`src/rtl/ct_f_spsram_rmw_ctrl.sv`:
```
// Front-end for the single-port SRAM wrapper: zero-fills the array after reset,
// serves whole-line reads and turns byte-masked writes into a read-modify-write.
module ct_f_spsram_rmw_ctrl #(
    parameter int ADDR_WIDTH = 14,
    parameter int DATA_WIDTH = 128,
    parameter int BE_WIDTH   = 16
) (
    input  logic                  CLK,
    input  logic                  RST,
    input  logic                  req_vld,
    output logic                  req_rdy,
    input  logic                  req_wr,
    input  logic [ADDR_WIDTH-1:0] req_addr,
    input  logic [DATA_WIDTH-1:0] req_wdata,
    input  logic [BE_WIDTH-1:0]   req_be,
    output logic                  rsp_vld,
    input  logic                  rsp_rdy,
    output logic [DATA_WIDTH-1:0] rsp_rdata,
    output logic                  init_busy,
    output logic [ADDR_WIDTH-1:0] sram_a,
    output logic                  sram_cen,
    output logic                  sram_gwen,
    output logic [DATA_WIDTH-1:0] sram_wen,
    output logic [DATA_WIDTH-1:0] sram_d,
    input  logic [DATA_WIDTH-1:0] sram_q
);

    typedef enum logic [1:0] {
        ST_INIT    = 2'd0,
        ST_IDLE    = 2'd1,
        ST_RD_WAIT = 2'd2,
        ST_MERGE   = 2'd3
    } state_t;

    localparam logic [ADDR_WIDTH-1:0] LAST_LINE = {ADDR_WIDTH{1'b1}};
    localparam logic [ADDR_WIDTH-1:0] ONE_LINE  = {{(ADDR_WIDTH-1){1'b0}}, 1'b1};

    function automatic logic [DATA_WIDTH-1:0] expand_be(input logic [BE_WIDTH-1:0] be);
        logic [DATA_WIDTH-1:0] mask_s;
        mask_s = '0;
        for (int i = 0; i < BE_WIDTH; i++) begin
            mask_s[8*i +: 8] = {8{be[i]}};
        end
        return mask_s;
    endfunction

    state_t                  state_r;
    logic [ADDR_WIDTH-1:0]   init_cnt_r;
    logic                    rsp_vld_r;
    logic [DATA_WIDTH-1:0]   rsp_rdata_r;
    logic [ADDR_WIDTH-1:0]   mrg_addr_r;
    logic [DATA_WIDTH-1:0]   mrg_wdata_r;
    logic [DATA_WIDTH-1:0]   mrg_mask_r;

    logic                    req_rdy_s;
    logic                    xfer_s;
    logic                    be_full_s;
    logic                    be_none_s;
    logic                    partial_s;
    logic [ADDR_WIDTH-1:0]   sram_a_s;
    logic                    sram_cen_s;
    logic                    sram_gwen_s;
    logic [DATA_WIDTH-1:0]   sram_wen_s;
    logic [DATA_WIDTH-1:0]   sram_d_s;

    assign be_full_s = &req_be;
    assign be_none_s = ~|req_be;
    assign partial_s = req_wr && !be_full_s && !be_none_s;
    assign xfer_s    = req_vld && req_rdy_s;

    // Accept only in IDLE, and only once any held response is gone or leaving.
    always_comb begin
        req_rdy_s = 1'b0;
        if (!RST && (state_r == ST_IDLE)) begin
            req_rdy_s = !rsp_vld_r || rsp_rdy;
        end else begin
            req_rdy_s = 1'b0;
        end
    end

    // SRAM port drive; IDLE issues straight from the accepted request.
    always_comb begin
        sram_a_s    = req_addr;
        sram_cen_s  = 1'b1;
        sram_gwen_s = 1'b1;
        sram_wen_s  = '1;
        sram_d_s    = '0;
        if (RST) begin
            sram_cen_s = 1'b1;
        end else begin
            case (state_r)
                ST_INIT: begin
                    sram_a_s    = init_cnt_r;
                    sram_cen_s  = 1'b0;
                    sram_gwen_s = 1'b0;
                    sram_wen_s  = '0;
                end
                ST_IDLE: begin
                    if (xfer_s) begin
                        if (!req_wr) begin
                            sram_cen_s = 1'b0;
                        end else if (be_full_s) begin
                            sram_cen_s  = 1'b0;
                            sram_gwen_s = 1'b0;
                            sram_wen_s  = '0;
                            sram_d_s    = req_wdata;
                        end else if (be_none_s) begin
                            sram_cen_s = 1'b1;
                        end else begin
                            // partial write: fetch the old line first
                            sram_cen_s = 1'b0;
                        end
                    end else begin
                        sram_cen_s = 1'b1;
                    end
                end
                ST_MERGE: begin
                    sram_a_s    = mrg_addr_r;
                    sram_cen_s  = 1'b0;
                    sram_gwen_s = 1'b0;
                    sram_wen_s  = '0;
                    sram_d_s    = (sram_q & ~mrg_mask_r) | (mrg_wdata_r & mrg_mask_r);
                end
                ST_RD_WAIT: begin
                    sram_cen_s = 1'b1;
                end
                default: begin
                    sram_cen_s = 1'b1;
                end
            endcase
        end
    end

    // Control FSM, init counter, merge latches and response register.
    always_ff @(posedge CLK or posedge RST) begin
        if (RST) begin
            state_r     <= ST_INIT;
            init_cnt_r  <= '0;
            rsp_vld_r   <= 1'b0;
            rsp_rdata_r <= '0;
            mrg_addr_r  <= '0;
            mrg_wdata_r <= '0;
            mrg_mask_r  <= '0;
        end else begin
            if (rsp_vld_r && rsp_rdy) begin
                rsp_vld_r <= 1'b0;
            end
            case (state_r)
                ST_INIT: begin
                    init_cnt_r <= init_cnt_r + ONE_LINE;
                    if (init_cnt_r == LAST_LINE) begin
                        state_r <= ST_IDLE;
                    end
                end
                ST_IDLE: begin
                    if (xfer_s) begin
                        if (!req_wr) begin
                            state_r <= ST_RD_WAIT;
                        end else if (partial_s) begin
                            mrg_addr_r  <= req_addr;
                            mrg_wdata_r <= req_wdata;
                            mrg_mask_r  <= expand_be(req_be);
                            state_r     <= ST_MERGE;
                        end
                    end
                end
                ST_RD_WAIT: begin
                    rsp_rdata_r <= sram_q;
                    rsp_vld_r   <= 1'b1;
                    state_r     <= ST_IDLE;
                end
                ST_MERGE: begin
                    state_r <= ST_IDLE;
                end
                default: begin
                    state_r <= ST_INIT;
                end
            endcase
        end
    end

    assign req_rdy   = req_rdy_s;
    assign rsp_vld   = rsp_vld_r;
    assign rsp_rdata = rsp_rdata_r;
    assign init_busy = RST || (state_r == ST_INIT);
    assign sram_a    = sram_a_s;
    assign sram_cen  = sram_cen_s;
    assign sram_gwen = sram_gwen_s;
    assign sram_wen  = sram_wen_s;
    assign sram_d    = sram_d_s;

endmodule

```
`config.mk`:
```
export PLATFORM = sky130hd
export DESIGN_NAME = ct_f_spsram_rmw_ctrl
export DESIGN_NICKNAME = d
export VERILOG_FILES = /design/src/rtl/ct_f_spsram_rmw_ctrl.sv
export SDC_FILE = /design/constraint.sdc
export NUM_CORES = 1
export LEC_CHECK = 0
export ABC_CLOCK_PERIOD_IN_PS = 31000
export BUFFER_PORTS_ARGS = -buffer_cell sky130_fd_sc_hd__buf_2
export CAP_MARGIN = 20
export CORE_AREA = 4 4 264 266
export DETAILED_ROUTE_END_ITERATION = 16
export DIE_AREA = 0 0 268 270
export GPL_ROUTABILITY_DRIVEN = 0
export PLACE_DENSITY = 0.5
export SYNTH_ARGS = -nofsm -noshare
export SYNTH_HDL_FRONTEND = slang
export SYNTH_SLANG_ARGS = --single-unit
```
`constraint.sdc`:
```
create_clock -name CLK -period 31 [get_ports CLK]
set_input_delay 1.55 -clock CLK [delete_from_list [all_inputs] [get_ports CLK]]
set_output_delay 1.55 -clock CLK [all_outputs]
set_load 0.1 [all_outputs]
```
======== After elaboration in Yosys (flattened, before gate mapping) ========
Cells that the tools add are included.
word-level totals
  flip-flop bits (word level) ............. 408
  bits of input ports ..................... 291
  output and inout port bits .............. 403
  word-level logic and storage cells ...... 68
operators by class
  $add $sub $neg .......................... 1
  equal/unequal tests ..................... 7
  multiplexer cells ....................... 31
  bitwise logic cells ..................... 4
  reductions and logical operators ........ 18
operator list
  kind                                                  count
  2-to-1 mux 128 bit                                    8
  case mux 128 bit (2 select lines)                     2
  bitwise AND 128 bit                                   2
  NOT 128 bit                                           1
  OR 128 bit                                            1
  case mux 14 bit (2 select lines)                      1
  AND reduction 16 bit                                  1
  OR reduction 16 bit                                   1
  adder 14 x 1 -> 14 bit (second input constant)        1
  equality test 14 bit (second input constant)          1
  2-to-1 mux 14 bit                                     1
  2-to-1 mux 1 bit                                      12
  2-to-1 mux 2 bit                                      4
  case mux 2 bit (3 select lines)                       1
  logical AND 1 bit                                     5
  equality test 2 bit (second input constant)           2
  inequality test 2 bit (second input constant)         2
  AND reduction 4 bit                                   1
  OR reduction 2 bit                                    2
  zero test 1 bit                                       3
  inequality test 3 bit (second input constant)         1
  case mux 1 bit (3 select lines)                       1
  AND reduction 3 bit                                   1
  equality test 2 x 1 -> 1 bit (second input constant)  1
  4 further kinds                                       5

======== Longest topological paths before layout ========
Gate-level depths: netlist of the first run.
  depth in word-level cells ............... 8
  depth in mapped cells ................... 9

======== Worst setup path after synthesis of the first run ========
OpenSTA, ideal clock, no wires.
  path kind ............................... input port to output port
  start point ............................. input RST
  end point ............................... output sram_wen[0]
  arrival ................................. 15.504 ns
  required time ........................... 29.450 ns
  slack ................................... 13.946 ns
  stages .................................. 5
  path buffers ............................ 3
  path through ............................ clkbuf_1 -> clkbuf_1 -> inv_1 -> nand2_1 -> buf_4
between the ends
  cells in the longest elaborated chain, start to end .. 7
RTL lines
  item                               line  source
  from (decl)                        9     input logic RST,
  zero test 1 bit (no source line)   -
  logical AND 1 bit                  74    if (!RST && (state_r == ST_IDLE)) begin
  2-to-1 mux 1 bit                   74
  logical AND 1 bit                  69    assign xfer_s = req_vld && req_rdy_s;
  2-to-1 mux 128 bit                 99    if (xfer_s) begin
  case mux 128 bit (2 select lines)  91    case (state_r)
  2-to-1 mux 128 bit *               88    if (RST) begin
  to (decl)                          23    output logic [DATA_WIDTH-1:0] sram_wen,
Every way passes the cells marked *; elsewhere a longest branch is shown, timed or not.

======== Worst setup path in the final report of the first run ========
  start point ............................. input RST
  end point ............................... output sram_d[92]
between the ends
  cells in the longest elaborated chain, start to end .. 7
RTL lines
  item                               line  source
  zero test 1 bit (no source line)   -
  logical AND 1 bit                  74
  2-to-1 mux 1 bit                   74
  logical AND 1 bit                  69
  2-to-1 mux 128 bit                 99
  case mux 128 bit (2 select lines)  91
  2-to-1 mux 128 bit *               88
  to (decl)                          24    output logic [DATA_WIDTH-1:0] sram_d,
Marked as above.

==> results.md, run 1 <==
* Post-Synthesis Cell Area at ~0.016 mm^2
* Global Route Usage Sum at approximately 16%
* Reg clk slew, reported paths at roughly 50 ps
* Die area at roughly 0.072 mm^2
* Dpl hpwl at ~43,000 um
* Register area share after synthesis at between 40% and 50%
* Largest net degree at the start of global routing at 130
* Met2 Resource Use GR at 27.49%
* Synthesized area per cell at 12.34 um^2
* Status: finished clean
* Ys async rst share at 100.0%
* Die height at 270 um
* CP dominant cell by count: buf_4
* Multi-input combinational cell area at roughly 0.0074 mm^2
* Longest Clk Path Bufs at 3
* Final TNS setup at 0 ps
* Busiest layer in global routing: met2
* Inst Count DP at approximately 2,700
* ANT nets after route at 0
* R2R Path End: mrg_mask_r[71]
* CP Depth at 8
* CP endpoint kind: output port
* Worst reg-to-reg path cell count at 9
* Register area at 0.007582 mm^2
* Pwr dens at around 47 mW/mm^2
* Max Fclk at 152.4 MHz
* Clock Latency Late Sink at approximately 560 ps
* Crit start category: input pin
* Hold crit path type: flop to flop
* Combinational Power Share at ~14%
* Critical path capture point: sram_d[92]
* Worst rel slew slack at between 20% and 30%
* IO Count at 694
* CTS Buf Count at 38
* Vias at roughly 13,000
* Share of post-route cells with drive strength above 1 at between 60% and 70%
* WS Path Type: input pin to output port
* Core ar. at between 0.06 and 0.07 mm^2
* Flop2flop setup slack at around 26,000 ps
* Main flop type after synthesis: dfrtp_1
* CP max stage delay at around 800 ps
* Worst EP required at just under 30,000 ps
* Initial antenna violation count at 15
* Post-synthesis simple-gate area fraction at around 4.8%
* Post-synthesis compound-gate area fraction at 8.261%
* Internal cell power at roughly 0.70 mW
* Avg WL per Cell at between 20 and 25 um
* Syn_nets at roughly 1,600
* Max Fanout on Critical Path at just under 70
* Max cap viols at 0
* CTS tree: done
* Number of gates resized after cts at 0
* Global-route wire length before repair at between 80,000 and 90,000 um
* Reg power frac at between 30% and 40%
* Tcrit/Tclk final at between 20% and 30%
* Non-Filler Instances at between 2,000 and 3,000
* Worst slew pin tran at 1159 ps
* Final Critical Period at 6562 ps
* IO Port Bufs at 693
* CP bufs+invs at 4
* Remaining Overflow, GRT at 0
* Area of placed instances at about 0.020 mm^2
* Clock power frac at between 40% and 50%
* H-tree depth at 2
* GR Layer Usage met3 at under 10%
* Iteration-0 DRC Markers at about 670
* Worst r2r src: state_r[1]
* # rows at 95
* Unique cell type count in the Yosys netlist at 36
* Leakage at between 10 and 15 nW
* Most frequent cells in the layout: buf_2 (693), mux2_2 (315), dfrtp_1 (303), nor2_1 (133), a32oi_1 (128)
* Vias per cell at ~4.8
* Most common cell after layout, fill and taps aside: buf_2
* Hold buffer count at cts at 0
* Crit-path cells: buf_4, nand2b_1, nor3_2, buf_4, buf_4, a32oi_1, nor2_1, buf_2
* Adder-cell share of the synthesized area at less than 1%
* Design Area, Final at 0.02105 mm^2
* Synthesis-to-finish area growth at 27.74%
* Root buf cell: clkbuf_16
* Sw frac at slightly below 30%
* Clk_skew at between 20 and 25 ps
* Critical path origin: RST
* First-pass DRT Iterations at 5
* Yosys warnings at 0
* Worst hold slack at 498.9 ps
* Final hold violations at 0
* Worst VDD drop at about 0.028 mV
* Hold Startpoint: init_cnt_r[13]
* Setup-failing EPs final at 0
* CP top delay family: buffers and inverters
* EDFF count, synth at 0
* Vias in the first global route at approximately 14,000
* GRT met1 Usage at a little under a fifth
* CTS Sinks at just over 300
* Mapped Cells at 1,335
* #FFs+latches synth at approximately 300
* Drt total wl at around 60,000 um
* Arrival time worst endpoint at between 5000 and 6000 ps
* Drt drc at 0
* Sw power at roughly 0.29 mW
* Final Net Count at between 2,000 and 2,500
* Mux cell area share after synthesis at between 30% and 40%
* RSZ-0062 raised after global routing: no
* Setup ws final at 24,440 ps
* Filler cell count at ~7,000
* Slowest library cell on the worst path: buf_4
* XOR/XNOR share of the synthesized area at less than 1%
* Max-slew violations at 0
* Chip width at ~270 um
* Post-CTS setup buffer count at 0
* Pre-CTS WS at approximately 24,000 ps
* Main combinational cell family by area after synthesis: multiplexers
* Initial Utilization at 24.58%
-- area by class of cell --
type	count	area share, %
Sequential cell	303	36.02
Multi-Input combinational cell	786	35.29
Timing Repair Buffer	708	17.07
Clock buffer	56	5.415
Tap cell	873	5.189
Clock inverter	10	0.7311
Inverter	6	0.1427
Antenna cell	12	0.1427
-- cells in the mapped netlist, types with 2 or more instances --
| cell | n | area share (%) |
|---|---|---|
| a21oi_1 | 2 | 0.061 |
| clkbuf_1 | 69 | 1.6 |
| nor4_1 | 5 | 0.19 |
| nor2_1 | 133 | 3.0 |
| buf_6 | 14 | 0.96 |
| nand2_1 | 22 | 0.50 |
| mux2_4 | 100 | 9.1 |
| nand4_1 | 12 | 0.46 |
| or2_2 | 3 | 0.11 |
| o21ai_0 | 15 | 0.46 |
| buf_4 | 128 | 5.8 |
| mux2_2 | 315 | 22 |
| inv_1 | 6 | 0.14 |
| and3_1 | 2 | 0.076 |
| buf_2 | 3 | 0.091 |
| buf_1 | 25 | 0.57 |
| dfrtp_1 | 303 | 46 |
| a22oi_1 | 14 | 0.64 |
| a32oi_1 | 128 | 6.8 |
| xor2_1 | 5 | 0.27 |
| nor3_1 | 5 | 0.15 |
| xnor2_1 | 8 | 0.43 |
| ha_1 | 5 | 0.38 |
-- power groups by stage --
stage          registers [mW]  logic (mW)  clock network (mW)
6_report                0.396       0.136               0.462
5_1_grt                 0.395       0.143               0.495
4_1_cts                 0.396       0.137               0.480
3_5_place_dp            0.403       0.137                   0
3_3_place_gp            0.403       0.137                   0
2_1_floorplan           0.403       0.108                   0
-- flip-flops by register name, indices dropped and copies added, names as in the netlist --
register and cells:
mrg_wdata_r 128, rsp_rdata 128, mrg_mask_r 16, init_cnt_r 14, mrg_addr_r 14, state_r 2
rsp_vld 1
-- logic make-up after synthesis --
logic type / after synthesis
AO/OA/AOI/OAI: 165
AND/OR/NAND/NOR: 188
multiplexers: 415
adder cells (fa/ha/maj): 5
buffers and inverters: 246
XOR/XNOR: 13
flip-flops: 303
-- metrics by stage --
stage          power, mW  util [%]
3_5_place_dp      0.5399     29.42
3_3_place_gp      0.5394     29.42
2_1_floorplan     0.5110         -
6_report          0.9936     31.40
5_1_grt            1.033     31.39
4_1_cts            1.013     31.35
-- per-layer routing --
layer  wire length (um)  vias up
li1                   -     5777
met1              23330     6693
met2              30740      529
met3               3791       95
met4               1772        4
met5                 19        -
-- worst register-to-register path, delay by kind of cell (launching register included) --
| kind | cells | cell delay, ps |
|---|---|---|
| and+or+nand+nor | 3 | 1280 |
| adders and majority gates | 1 | 360 |
| buffers and inverters | 4 | 2290 |
| muxes | 1 | 810 |
| DFF | 1 | 470 |
-- worst min path at each step --
stage / end / slack (ps) / cells after the start
3_3_place_gp: mrg_wdata_r[122] / 480 / 1
5_1_grt: init_cnt_r[13] / 510 / 1
6_report: init_cnt_r[13] / 500 / 1
3_5_place_dp: mrg_wdata_r[10] / 490 / 1
2_1_floorplan: init_cnt_r[13] / 460 / 1
4_1_cts: init_cnt_r[13] / 500 / 1
Note: power is estimated with default switching activity, not from simulation.
==> inputs of run 2 (changes only) <==
Settings changed: ABC_CLOCK_PERIOD_IN_PS 31000 to 6800, CORE_AREA 4 4 264 266 to 4 4 267 269, DIE_AREA 0 0 268 270 to 0 0 271 273, PLACE_DENSITY 0.5 to 0.49.
Clock period 31 ns to 6.8 ns, I/O delays scaled along.
==> results.md, run 2 (synthesized netlist as in run 1, its figures left out) <==
* Status: finished clean
* Chip width at around 270 um
* RSZ-0062 raised after global routing: no
* Hold Path Depth at 2
* Final Critical Period at 4278 ps
* Worst r2r src: state_r[1]
* Drt total wl at 60,010 um
* Core ar. at ~0.069 mm^2
* Worst reg-to-reg path cell count at 8
* Worst Hold End: mrg_wdata_r[6]
* IO Port Bufs at about 690
* Most common cell after layout, fill and taps aside: buf_2
* Vias at between 10,000 and 15,000
* Clk_skew at 11.50 ps
* CTS Buf Count at 39
* Crit start category: flop
* Share of post-route cells with drive strength above 1 at a little under two thirds
* Vias per cell at 4.609
* Worst EP required at 6460 ps
* Final Net Count at between 2,000 and 2,500
* H-tree depth at 2
* Worst VDD drop at 0.1499 mV
* Max-slew violations at 0
* Design Area, Final at 0.02120 mm^2
* CP top delay family: buffers and inverters
* Root buf cell: clkbuf_16
* Final hold violations at 0
* Flop2flop setup slack at slightly below 3000 ps
* IO Count at 694
* CP endpoint kind: output port
* Max Fclk at about 230 MHz
* Arrival time worst endpoint at 3940 ps
* Max Fanout on Critical Path at roughly 130
* Drt drc at 0
* WS Path Type: flop to output port
* # rows at 96
* ANT nets after route at 0
* CTS tree: done
* Slowest library cell on the worst path: buf_4
* Worst slew pin tran at around 1200 ps
* Worst hold slack at 50.73 ps
* CP bufs+invs at 3
* Post-CTS setup buffer count at 0
* Initial Utilization at between 20 and 25%
* Clock Latency Late Sink at 530 ps
* Iteration-0 DRC Markers at between 500 and 600
* Remaining Overflow, GRT at 0
* First-pass DRT Iterations at 5
* Area of placed instances at just under 0.02 mm^2
* Max cap viols at 0
* Die area at approximately 0.074 mm^2
* Synthesis-to-finish area growth at 28.65%
* Vias in the first global route at about 13,000
* Dpl hpwl at between 40,000 and 50,000 um
* Reg clk slew, reported paths at around 60 ps
* Most frequent cells in the layout: buf_2 (692), mux2_2 (315), dfrtp_1 (303), nor2_1 (133), a32oi_1 (128)
* Pwr dens at between 200 and 250 mW/mm^2
* Global Route Usage Sum at around 15%
* Tcrit/Tclk final at 62.91%
* CP max stage delay at approximately 630 ps
* Hold Startpoint: req_wdata[6]
* Avg WL per Cell at ~21 um
* R2R Path End: mrg_wdata_r[107]
* Crit-path cells: inv_1, ha_1, nand2_1, nor3_2, buf_4, o2bb2ai_1, nand2_4, buf_2
* Global-route wire length before repair at just under 90,000 um
* CTS Sinks at 303
* Die height at 273 um
* Longest Clk Path Bufs at 3
* Hold crit path type: input pin to flop
* Initial antenna violation count at 17
* Worst rel slew slack at between 10% and 20%
* Setup-failing EPs final at 0
* Largest net degree at the start of global routing at 156
* Leakage at 10.80 nW
-- run 2: worst max-delay path by stage --
stage	endpoint	cells past startpoint	from
global route	sram_wen[80]	8	state_r[1]
floorplan	sram_wen[0]	5	RST
global placement	sram_wen[120]	7	RST
detailed placement	sram_wen[83]	7	RST
CTS	sram_wen[83]	8	state_r[1]
finish	sram_wen[76]	8	state_r[1]
-- run 2: per-stage QoR --
stage / util (%) / worst slack [ps] / power, mW / cells / setup TNS, ps
floorplan: - / -3484 / 2.331 / 1335 / -449930
global route: 30.91 / 2145 / 4.725 / 2817 / 0
CTS: 30.88 / 2349 / 4.634 / 2810 / 0
global placement: 28.88 / 2964 / 2.458 / 2734 / 0
detailed placement: 28.88 / 2957 / 2.460 / 2734 / 0
finish: 30.91 / 2522 / 4.530 / 2818 / 0
-- run 2: per-layer routing --
metal	wire (um)	share of wire, %	up-vias	track usage (%)
met1	23600	39	6591	17.76
met2	30970	52	502	27.81
met3	3967	6.6	85	3.872
met5	69	0.11	-	0
met4	1400	2.3	10	4.320
li1	-	-	5801	-
-- run 2: what timing repair did --
action / CTS / global route
hold buffers: 7 / 0
hold endpoints to repair: 7 / 0
setup endpoints to repair: 0 / 0
resized for setup: 0 / 0
-- run 2: final cells by class --
type / count / area [um^2]
well taps: 931 / 1165
repair buffers: 715 / 3679
clock inverters: 14 / 153.9
fillers: 7102 / 47390
multi-input cells: 786 / 7427
inverters: 6 / 26.28
clock buffers: 55 / 1146
flip-flops and latches: 303 / 7582
diodes: 8 / 20.02
-- run 2: where the power goes --
group	switching [mW]	internal [mW]	leakage [nW]
logic	0.495	0.127	5.93
registers	0	1.80	4.22
clock network	0.820	1.29	0.644
